### config.mk
export PLATFORM = sky130hd
export DESIGN_NAME = simd_processing_element_flat
export DESIGN_NICKNAME = d
export VERILOG_FILES = /design/src/rtl/simd_processing_element_if.sv /design/src/rtl/simd_processing_element.sv /design/src/flat_wrapper.sv
export SDC_FILE = /design/constraint.sdc
export NUM_CORES = 2
export LEC_CHECK = 0
export ABC_AREA = 0
export CAP_MARGIN = 20
export CELL_PAD_IN_SITES_DETAIL_PLACEMENT = 1
export CELL_PAD_IN_SITES_GLOBAL_PLACEMENT = 1
export CORE_UTILIZATION = 50
export DETAILED_ROUTE_END_ITERATION = 16
export HOLD_SLACK_MARGIN = 0.1
export PLACE_DENSITY = 0.87
export SLEW_MARGIN = 20
export SYNTH_ARGS = -nofsm -noshare
export SYNTH_HDL_FRONTEND = slang
export SYNTH_SLANG_ARGS = --single-unit
### constraint.sdc
create_clock -name clk -period 16.45 [get_ports clk]
set_input_delay 4.1125 -clock clk [delete_from_list [all_inputs] [get_ports clk]]
set_output_delay 4.1125 -clock clk [all_outputs]
set_load 0.005 [all_outputs]
### src/rtl/simd_processing_element_if.sv
// Operand/result bundle for the MoNDE systolic PE.
// The slave modport is the PE's view; master is the driver/observer view.
interface simd_processing_element_if #(
  parameter int unsigned WIDTH     = 16,
  parameter int unsigned ACC_WIDTH = 40
);
  logic [1:0]             SIMD_control;
  logic                   in_valid;
  logic                   in_first;
  logic                   in_last;
  logic [WIDTH-1:0]       in_a;
  logic [WIDTH-1:0]       in_b;
  logic [WIDTH-1:0]       out_a;
  logic [WIDTH-1:0]       out_b;
  logic                   out_valid;
  logic                   out_first;
  logic                   out_last;
  logic [4*ACC_WIDTH-1:0] out_c;
  logic                   out_c_valid;
  logic                   ovf;

  modport slave (
    input  SIMD_control, in_valid, in_first, in_last, in_a, in_b,
    output out_a, out_b, out_valid, out_first, out_last, out_c, out_c_valid, ovf
  );

  modport master (
    output SIMD_control, in_valid, in_first, in_last, in_a, in_b,
    input  out_a, out_b, out_valid, out_first, out_last, out_c, out_c_valid, ovf
  );
endinterface

### src/rtl/simd_processing_element.sv
// Systolic PE: registered west/north pass-through plus 1/2/4-lane signed MAC (multiply, accumulate).
// Define PE_SATURATE_EN for saturating per-lane accumulation with a sticky per-frame ovf flag.
module simd_processing_element #(
  parameter int unsigned WIDTH     = 16,
  parameter int unsigned ACC_WIDTH = 40
) (
  input  logic                    clk,
  input  logic                    reset,
  simd_processing_element_if.slave pe
);
  typedef enum logic [1:0] {
    MODE_X1  = 2'b00,
    MODE_X2  = 2'b01,
    MODE_X4  = 2'b10,
    MODE_BYP = 2'b11
  } mode_e;

  localparam int unsigned W2 = WIDTH / 2;
  localparam int unsigned W4 = WIDTH / 4;
  localparam int unsigned PW = 2 * WIDTH;

  logic [WIDTH-1:0]            out_a_q, out_b_q;
  logic                        out_valid_q, out_first_q, out_last_q;
  mode_e                       mode_q, beat_mode;
  logic                        s1_valid_q, s1_first_q, s1_last_q;
  mode_e                       s1_mode_q;
  logic signed [ACC_WIDTH-1:0] prod_d [4];
  logic signed [ACC_WIDTH-1:0] s1_prod_q [4];
  logic signed [ACC_WIDTH-1:0] acc_d [4];
  logic signed [ACC_WIDTH-1:0] acc_q [4];
  logic [4*ACC_WIDTH-1:0]      out_c_d, out_c_q;
  logic                        out_c_valid_d, out_c_valid_q;

  // Narrow lanes are sign-extended to WIDTH first, so one full-width multiplier form serves every mode.
  function automatic logic signed [ACC_WIDTH-1:0] lane_mul(logic signed [WIDTH-1:0] a,
                                                           logic signed [WIDTH-1:0] b);
    logic signed [PW-1:0] p;
    p = PW'(a) * PW'(b);
    return ACC_WIDTH'(p);
  endfunction

  function automatic int unsigned lane_count(mode_e m);
    unique case (m)
      MODE_X1: return 1;
      MODE_X2: return 2;
      default: return 4;
    endcase
  endfunction

  assign beat_mode = (pe.in_valid && pe.in_first) ? mode_e'(pe.SIMD_control) : mode_q;

  always_comb begin
    for (int unsigned k = 0; k < 4; k++) begin
      prod_d[k] = '0;
      unique case (beat_mode)
        MODE_X1: if (k == 0) prod_d[k] = lane_mul(pe.in_a, pe.in_b);
        MODE_X2: if (k < 2)  prod_d[k] = lane_mul(WIDTH'($signed(pe.in_a[(k % 2)*W2 +: W2])),
                                                  WIDTH'($signed(pe.in_b[(k % 2)*W2 +: W2])));
        MODE_X4: prod_d[k] = lane_mul(WIDTH'($signed(pe.in_a[k*W4 +: W4])),
                                      WIDTH'($signed(pe.in_b[k*W4 +: W4])));
        default: ;
      endcase
    end
  end

`ifdef PE_SATURATE_EN
  logic                ovf_d, ovf_q;
  logic [ACC_WIDTH:0]  sum;
`endif

  always_comb begin
    acc_d         = acc_q;
    out_c_d       = out_c_q;
    out_c_valid_d = 1'b0;
`ifdef PE_SATURATE_EN
    ovf_d         = ovf_q;
    sum           = '0;
`endif
    if (s1_valid_q && s1_mode_q != MODE_BYP) begin
`ifdef PE_SATURATE_EN
      if (s1_first_q) ovf_d = 1'b0;
`endif
      for (int unsigned k = 0; k < 4; k++) begin
        if (k >= lane_count(s1_mode_q)) begin
          acc_d[k] = '0;
        end else if (s1_first_q) begin
          acc_d[k] = s1_prod_q[k];
        end else begin
`ifdef PE_SATURATE_EN
          // One guard bit: top two sum bits disagree exactly when the lane overflowed.
          sum = {acc_q[k][ACC_WIDTH-1], acc_q[k]} + {s1_prod_q[k][ACC_WIDTH-1], s1_prod_q[k]};
          if (sum[ACC_WIDTH] != sum[ACC_WIDTH-1]) begin
            acc_d[k] = sum[ACC_WIDTH] ? {1'b1, {(ACC_WIDTH-1){1'b0}}} : {1'b0, {(ACC_WIDTH-1){1'b1}}};
            ovf_d    = 1'b1;
          end else begin
            acc_d[k] = sum[ACC_WIDTH-1:0];
          end
`else
          acc_d[k] = acc_q[k] + s1_prod_q[k];
`endif
        end
      end
      if (s1_last_q) begin
        for (int unsigned k = 0; k < 4; k++) out_c_d[k*ACC_WIDTH +: ACC_WIDTH] = acc_d[k];
        out_c_valid_d = 1'b1;
      end
    end
  end

  always_ff @(posedge clk) begin
    if (reset) begin
      out_a_q       <= '0;
      out_b_q       <= '0;
      out_valid_q   <= 1'b0;
      out_first_q   <= 1'b0;
      out_last_q    <= 1'b0;
      mode_q        <= MODE_X1;
      s1_valid_q    <= 1'b0;
      s1_first_q    <= 1'b0;
      s1_last_q     <= 1'b0;
      s1_mode_q     <= MODE_X1;
      s1_prod_q     <= '{default: '0};
      acc_q         <= '{default: '0};
      out_c_q       <= '0;
      out_c_valid_q <= 1'b0;
`ifdef PE_SATURATE_EN
      ovf_q         <= 1'b0;
`endif
    end else begin
      out_valid_q   <= pe.in_valid;
      out_first_q   <= pe.in_valid & pe.in_first;
      out_last_q    <= pe.in_valid & pe.in_last;
      s1_valid_q    <= pe.in_valid;
      if (pe.in_valid) begin
        out_a_q    <= pe.in_a;
        out_b_q    <= pe.in_b;
        mode_q     <= beat_mode;
        s1_first_q <= pe.in_first;
        s1_last_q  <= pe.in_last;
        s1_mode_q  <= beat_mode;
        s1_prod_q  <= prod_d;
      end
      acc_q         <= acc_d;
      out_c_q       <= out_c_d;
      out_c_valid_q <= out_c_valid_d;
`ifdef PE_SATURATE_EN
      ovf_q         <= ovf_d;
`endif
    end
  end

  assign pe.out_a       = out_a_q;
  assign pe.out_b       = out_b_q;
  assign pe.out_valid   = out_valid_q;
  assign pe.out_first   = out_first_q;
  assign pe.out_last    = out_last_q;
  assign pe.out_c       = out_c_q;
  assign pe.out_c_valid = out_c_valid_q;
`ifdef PE_SATURATE_EN
  assign pe.ovf         = ovf_q;
`else
  assign pe.ovf         = 1'b0;
`endif
endmodule

### src/flat_wrapper.sv
// flat-port wrapper written by rule: the top's interface ports become plain ports
module simd_processing_element_flat 
#(
  parameter int unsigned WIDTH     = 16,
  parameter int unsigned ACC_WIDTH = 40
)
  (clk, reset, pe_SIMD_control, pe_in_valid, pe_in_first, pe_in_last, pe_in_a, pe_in_b, pe_out_a, pe_out_b, pe_out_valid, pe_out_first, pe_out_last, pe_out_c, pe_out_c_valid, pe_ovf);
  simd_processing_element_if #(.WIDTH(WIDTH), .ACC_WIDTH(ACC_WIDTH)) pe_i ();
  input  logic clk;
  input  logic reset;
  input wire logic [$bits(pe_i.SIMD_control)-1:0] pe_SIMD_control;
  input wire logic [$bits(pe_i.in_valid)-1:0] pe_in_valid;
  input wire logic [$bits(pe_i.in_first)-1:0] pe_in_first;
  input wire logic [$bits(pe_i.in_last)-1:0] pe_in_last;
  input wire logic [$bits(pe_i.in_a)-1:0] pe_in_a;
  input wire logic [$bits(pe_i.in_b)-1:0] pe_in_b;
  output wire logic [$bits(pe_i.out_a)-1:0] pe_out_a;
  output wire logic [$bits(pe_i.out_b)-1:0] pe_out_b;
  output wire logic [$bits(pe_i.out_valid)-1:0] pe_out_valid;
  output wire logic [$bits(pe_i.out_first)-1:0] pe_out_first;
  output wire logic [$bits(pe_i.out_last)-1:0] pe_out_last;
  output wire logic [$bits(pe_i.out_c)-1:0] pe_out_c;
  output wire logic [$bits(pe_i.out_c_valid)-1:0] pe_out_c_valid;
  output wire logic [$bits(pe_i.ovf)-1:0] pe_ovf;
  assign pe_i.SIMD_control = pe_SIMD_control;
  assign pe_i.in_valid = pe_in_valid;
  assign pe_i.in_first = pe_in_first;
  assign pe_i.in_last = pe_in_last;
  assign pe_i.in_a = pe_in_a;
  assign pe_i.in_b = pe_in_b;
  assign pe_out_a = pe_i.out_a;
  assign pe_out_b = pe_i.out_b;
  assign pe_out_valid = pe_i.out_valid;
  assign pe_out_first = pe_i.out_first;
  assign pe_out_last = pe_i.out_last;
  assign pe_out_c = pe_i.out_c;
  assign pe_out_c_valid = pe_i.out_c_valid;
  assign pe_ovf = pe_i.ovf;
  simd_processing_element #(.WIDTH(WIDTH), .ACC_WIDTH(ACC_WIDTH)) u_core (.clk(clk), .reset(reset), .pe(pe_i));
endmodule
==> flow_summary.ini <==
[status]
status = complete, no violations

[grt]
grt_pass1_wl_um = 214000
grt-ovfl-total = 0
grt_pass1_vias = 38264
grt_max_degree = 170
grt_util_all_layers_pct = 33.4
antenna_found_initial = 0

[pwr]
power-per-cell-area_nw_per_um2 = 171
p_leak_uw = 0.0201
ir_drop_mv = 0.314

[timing]
fin_worst_skew_ps = 25.7
rsz0062_at_grt = false
min_period_over_period_pct = 66.1
tightest_slew_ps = 1200
fin_ws_ps = 5570
fin_setup_tns_ps = 0
setup-violations-final = 0
slew_violations = 0
fmax_mhz = 91.9
maxSlewHeadroom_pct = 19.8
hold_viol_final = 0
min_period_ps = 10880

[synthesis]
ys_seq_area_share_pct = 21.5
yosysWarnings = 0
syn-num-nets = 5600
yosysUniqueCellTypes = 97
ys.flop_type = dfxtp_1
syn_inst = 4836
ys_ff_latch = 424
synth_area_leaders = dfxtp_1, fa_1, ha_1
syn_area_per_cell_um2 = 8.16
synth_edf_count = 0
ys_async_sr_fraction_pct = 0
synth_top_cell_area_share_pct = 21.5
yosysTopAreaCell = dfxtp_1
syn_area_um2 = 39500

[layout]
syn_to_final_growth_pct = 12.1
final_nets = 5699
final_area_um2 = 44200
insertedDiodeCount = 0
drive_above_1_share_pct = 3.26

[cts]
path_clk_slew_ps = 60
clock_path_buffers = 3
htree_num_levels = 2
cts.sinks = 424
cts_buffers = 49
cts_tree = built
clockRootBuffer = clkbuf_16
cts.repair.resized = 0
cts_setup_buffers = 0
cts_hold_buf = 0
insertion_delay_ps = 630

[worst_setup_path]
rr_worst_depth = 13
crit_buf_inv = 4
path_common_cell = fa_1
worst-path-stages = 19
crit_family = adder cells
worst-path-max-fanout = 17
criticalPathCategory = primary input to flip-flop
end_kind = flip-flop
cpPeakStageDelay_ps = 1050
path_cells = clkdlybuf4s50_1 > nand2_1 > fa_1 > fa_1 > inv_1 > fa_1 > fa_1 > fa_1 > inv_1 > fa_1 > inv_1 > ha_1 > nor3_1 > a21oi_1 > nand4_1 > a21o_1 > a31oi_1 > nor3_1 > a211o_1
start_kind = primary input
slowest_stage = clkdlybuf4s50_1
worstPathRequired_ps = 16980
worstPathArrival_ps = 11410

[placed_design]
numPortBuffers = 234
dpl_worst_slack_ps = 5080
placed_area_um2 = 42500
place_congestion = 0.940
hpwl_um = 102000

[routing]
wirelength_um = 135000
wl_per_cell_um = 22.5
vias_per_cell = 5.91
antenna_left = 0
drc = 0
drt-pass1-iter-count = 6
vias = 35551
drtIter0Drc = 2596

[die]
die-area_um2 = 80100
chipWidth_um = 283
design.portCount = 236
die_y_um = 283
initial_core_util_pct = 50.8
fp.coreArea_um2 = 77700
rows = 102

[flow_run]
maxCapViolations = 0

[worst_hold_path]
min_path_cells = 2
min_path_type = flip-flop to flip-flop
flip-flops by register name, indices dropped and copies added (netlist names), 2 cells and up:
register and flops:
u_core.s1_prod_q 64, u_core.pe.out_c 160, u_core.pe.out_b 16, u_core.mode_q 2, u_core.pe.out_a 16, u_core.acc_q 160
routing by layer:
layer | up-vias | global-route usage, % | routed length, µm
met5 | - | 0 | 0
met4 | 0 | 14.3 | 5880
met2 | 1204 | 56.7 | 64900
li1 | 16128 | - | -
met1 | 17884 | 42.3 | 56700
met3 | 335 | 4.63 | 7960
final cells by class:
class | instances | area (µm²)
Multi-Input combinational cell | 3575 | 27800
Clock buffer | 66 | 1390
Sequential cell | 424 | 8490
Timing Repair Buffer | 269 | 2620
Tap cell | 1040 | 1300
Fill cell | 9267 | 33500
Clock inverter | 23 | 307
Inverter | 616 | 2310
cells in the final DEF (no fill, tap or decap), types with 65 or more instances in the layout:
cell	instances
dfxtp_1	423
a21oi_1	456
a21o_1	103
nand3_1	88
xnor2_1	153
fa_1	384
and2_1	139
clkdlybuf4s50_1	232
nand2_1	617
xor2_1	65
nor2_1	397
ha_1	341
inv_1	610
o21ai_0	229
power breakdown:
part / leakage (µW) / switching, µW / internal, µW
clock: 0.000828 / 495 / 677
combinational: 0.0158 / 3210 / 2070
sequential: 0.00343 / 45.2 / 1080
through the flow:
step	total power [µW]	util (%)	hold slack (ps)	std cells
final	7570	56.9	450	6013
after CTS	7500	56.9	453	6013
after global placement	5760	54.7	436	5924
after floorplan	4800	-	432	4836
after global routing	8080	56.9	477	6013
after detailed placement	6200	54.7	443	5924
cell families (layout without fill, tap and decap cells):
kind of cell | Yosys count | after routing | share of synthesized area [%]
AOI/OAI and AO/OA | 1130 | 1130 | 17.7
buffers and inverters | 837 | 974 | 8.09
and+or+nand+nor | 1447 | 1447 | 16.2
muxes | 54 | 54 | 1.37
DFF | 424 | 424 | 21.5
adders and majority gates | 725 | 725 | 30.3
other | 1 | 1 | 0.00950
xor gates and xnor gates | 218 | 218 | 4.84
synthesized netlist by cell type (88+ instances only):
library cell  number
nor2_1           400
fa_1             384
inv_1            610
ha_1             341
a21oi_1          456
xnor2_1          153
o21ai_0          229
clkbuf_1         186
and2_1           140
nand2_1          619
nand3_1           88
dfxtp_1          424
a21o_1           103
worst paths after layout:
kind | end | slack (ps) | from
min | u_core.pe.out_c[117] | 450 | u_core.pe.out_c[117]
max | u_core.s1_prod_q[149] | 5570 | pe_in_a[15]
max reg2reg | u_core.acc_q[72] | 12280 | u_core.s1_prod_q[78]
min reg2reg | u_core.pe.out_c[117] | 450 | u_core.pe.out_c[117]
worst reg2reg max path: cells and delay by family (launching register included):
| kind | cells | cell delay [ps] |
|---|---|---|
| compound gates | 9 | 2640 |
| simple gates | 2 | 260 |
| fa+ha+maj | 1 | 390 |
| flops | 1 | 340 |
| buf+inv | 1 | 400 |
Power figures use the tool's default switching activity.
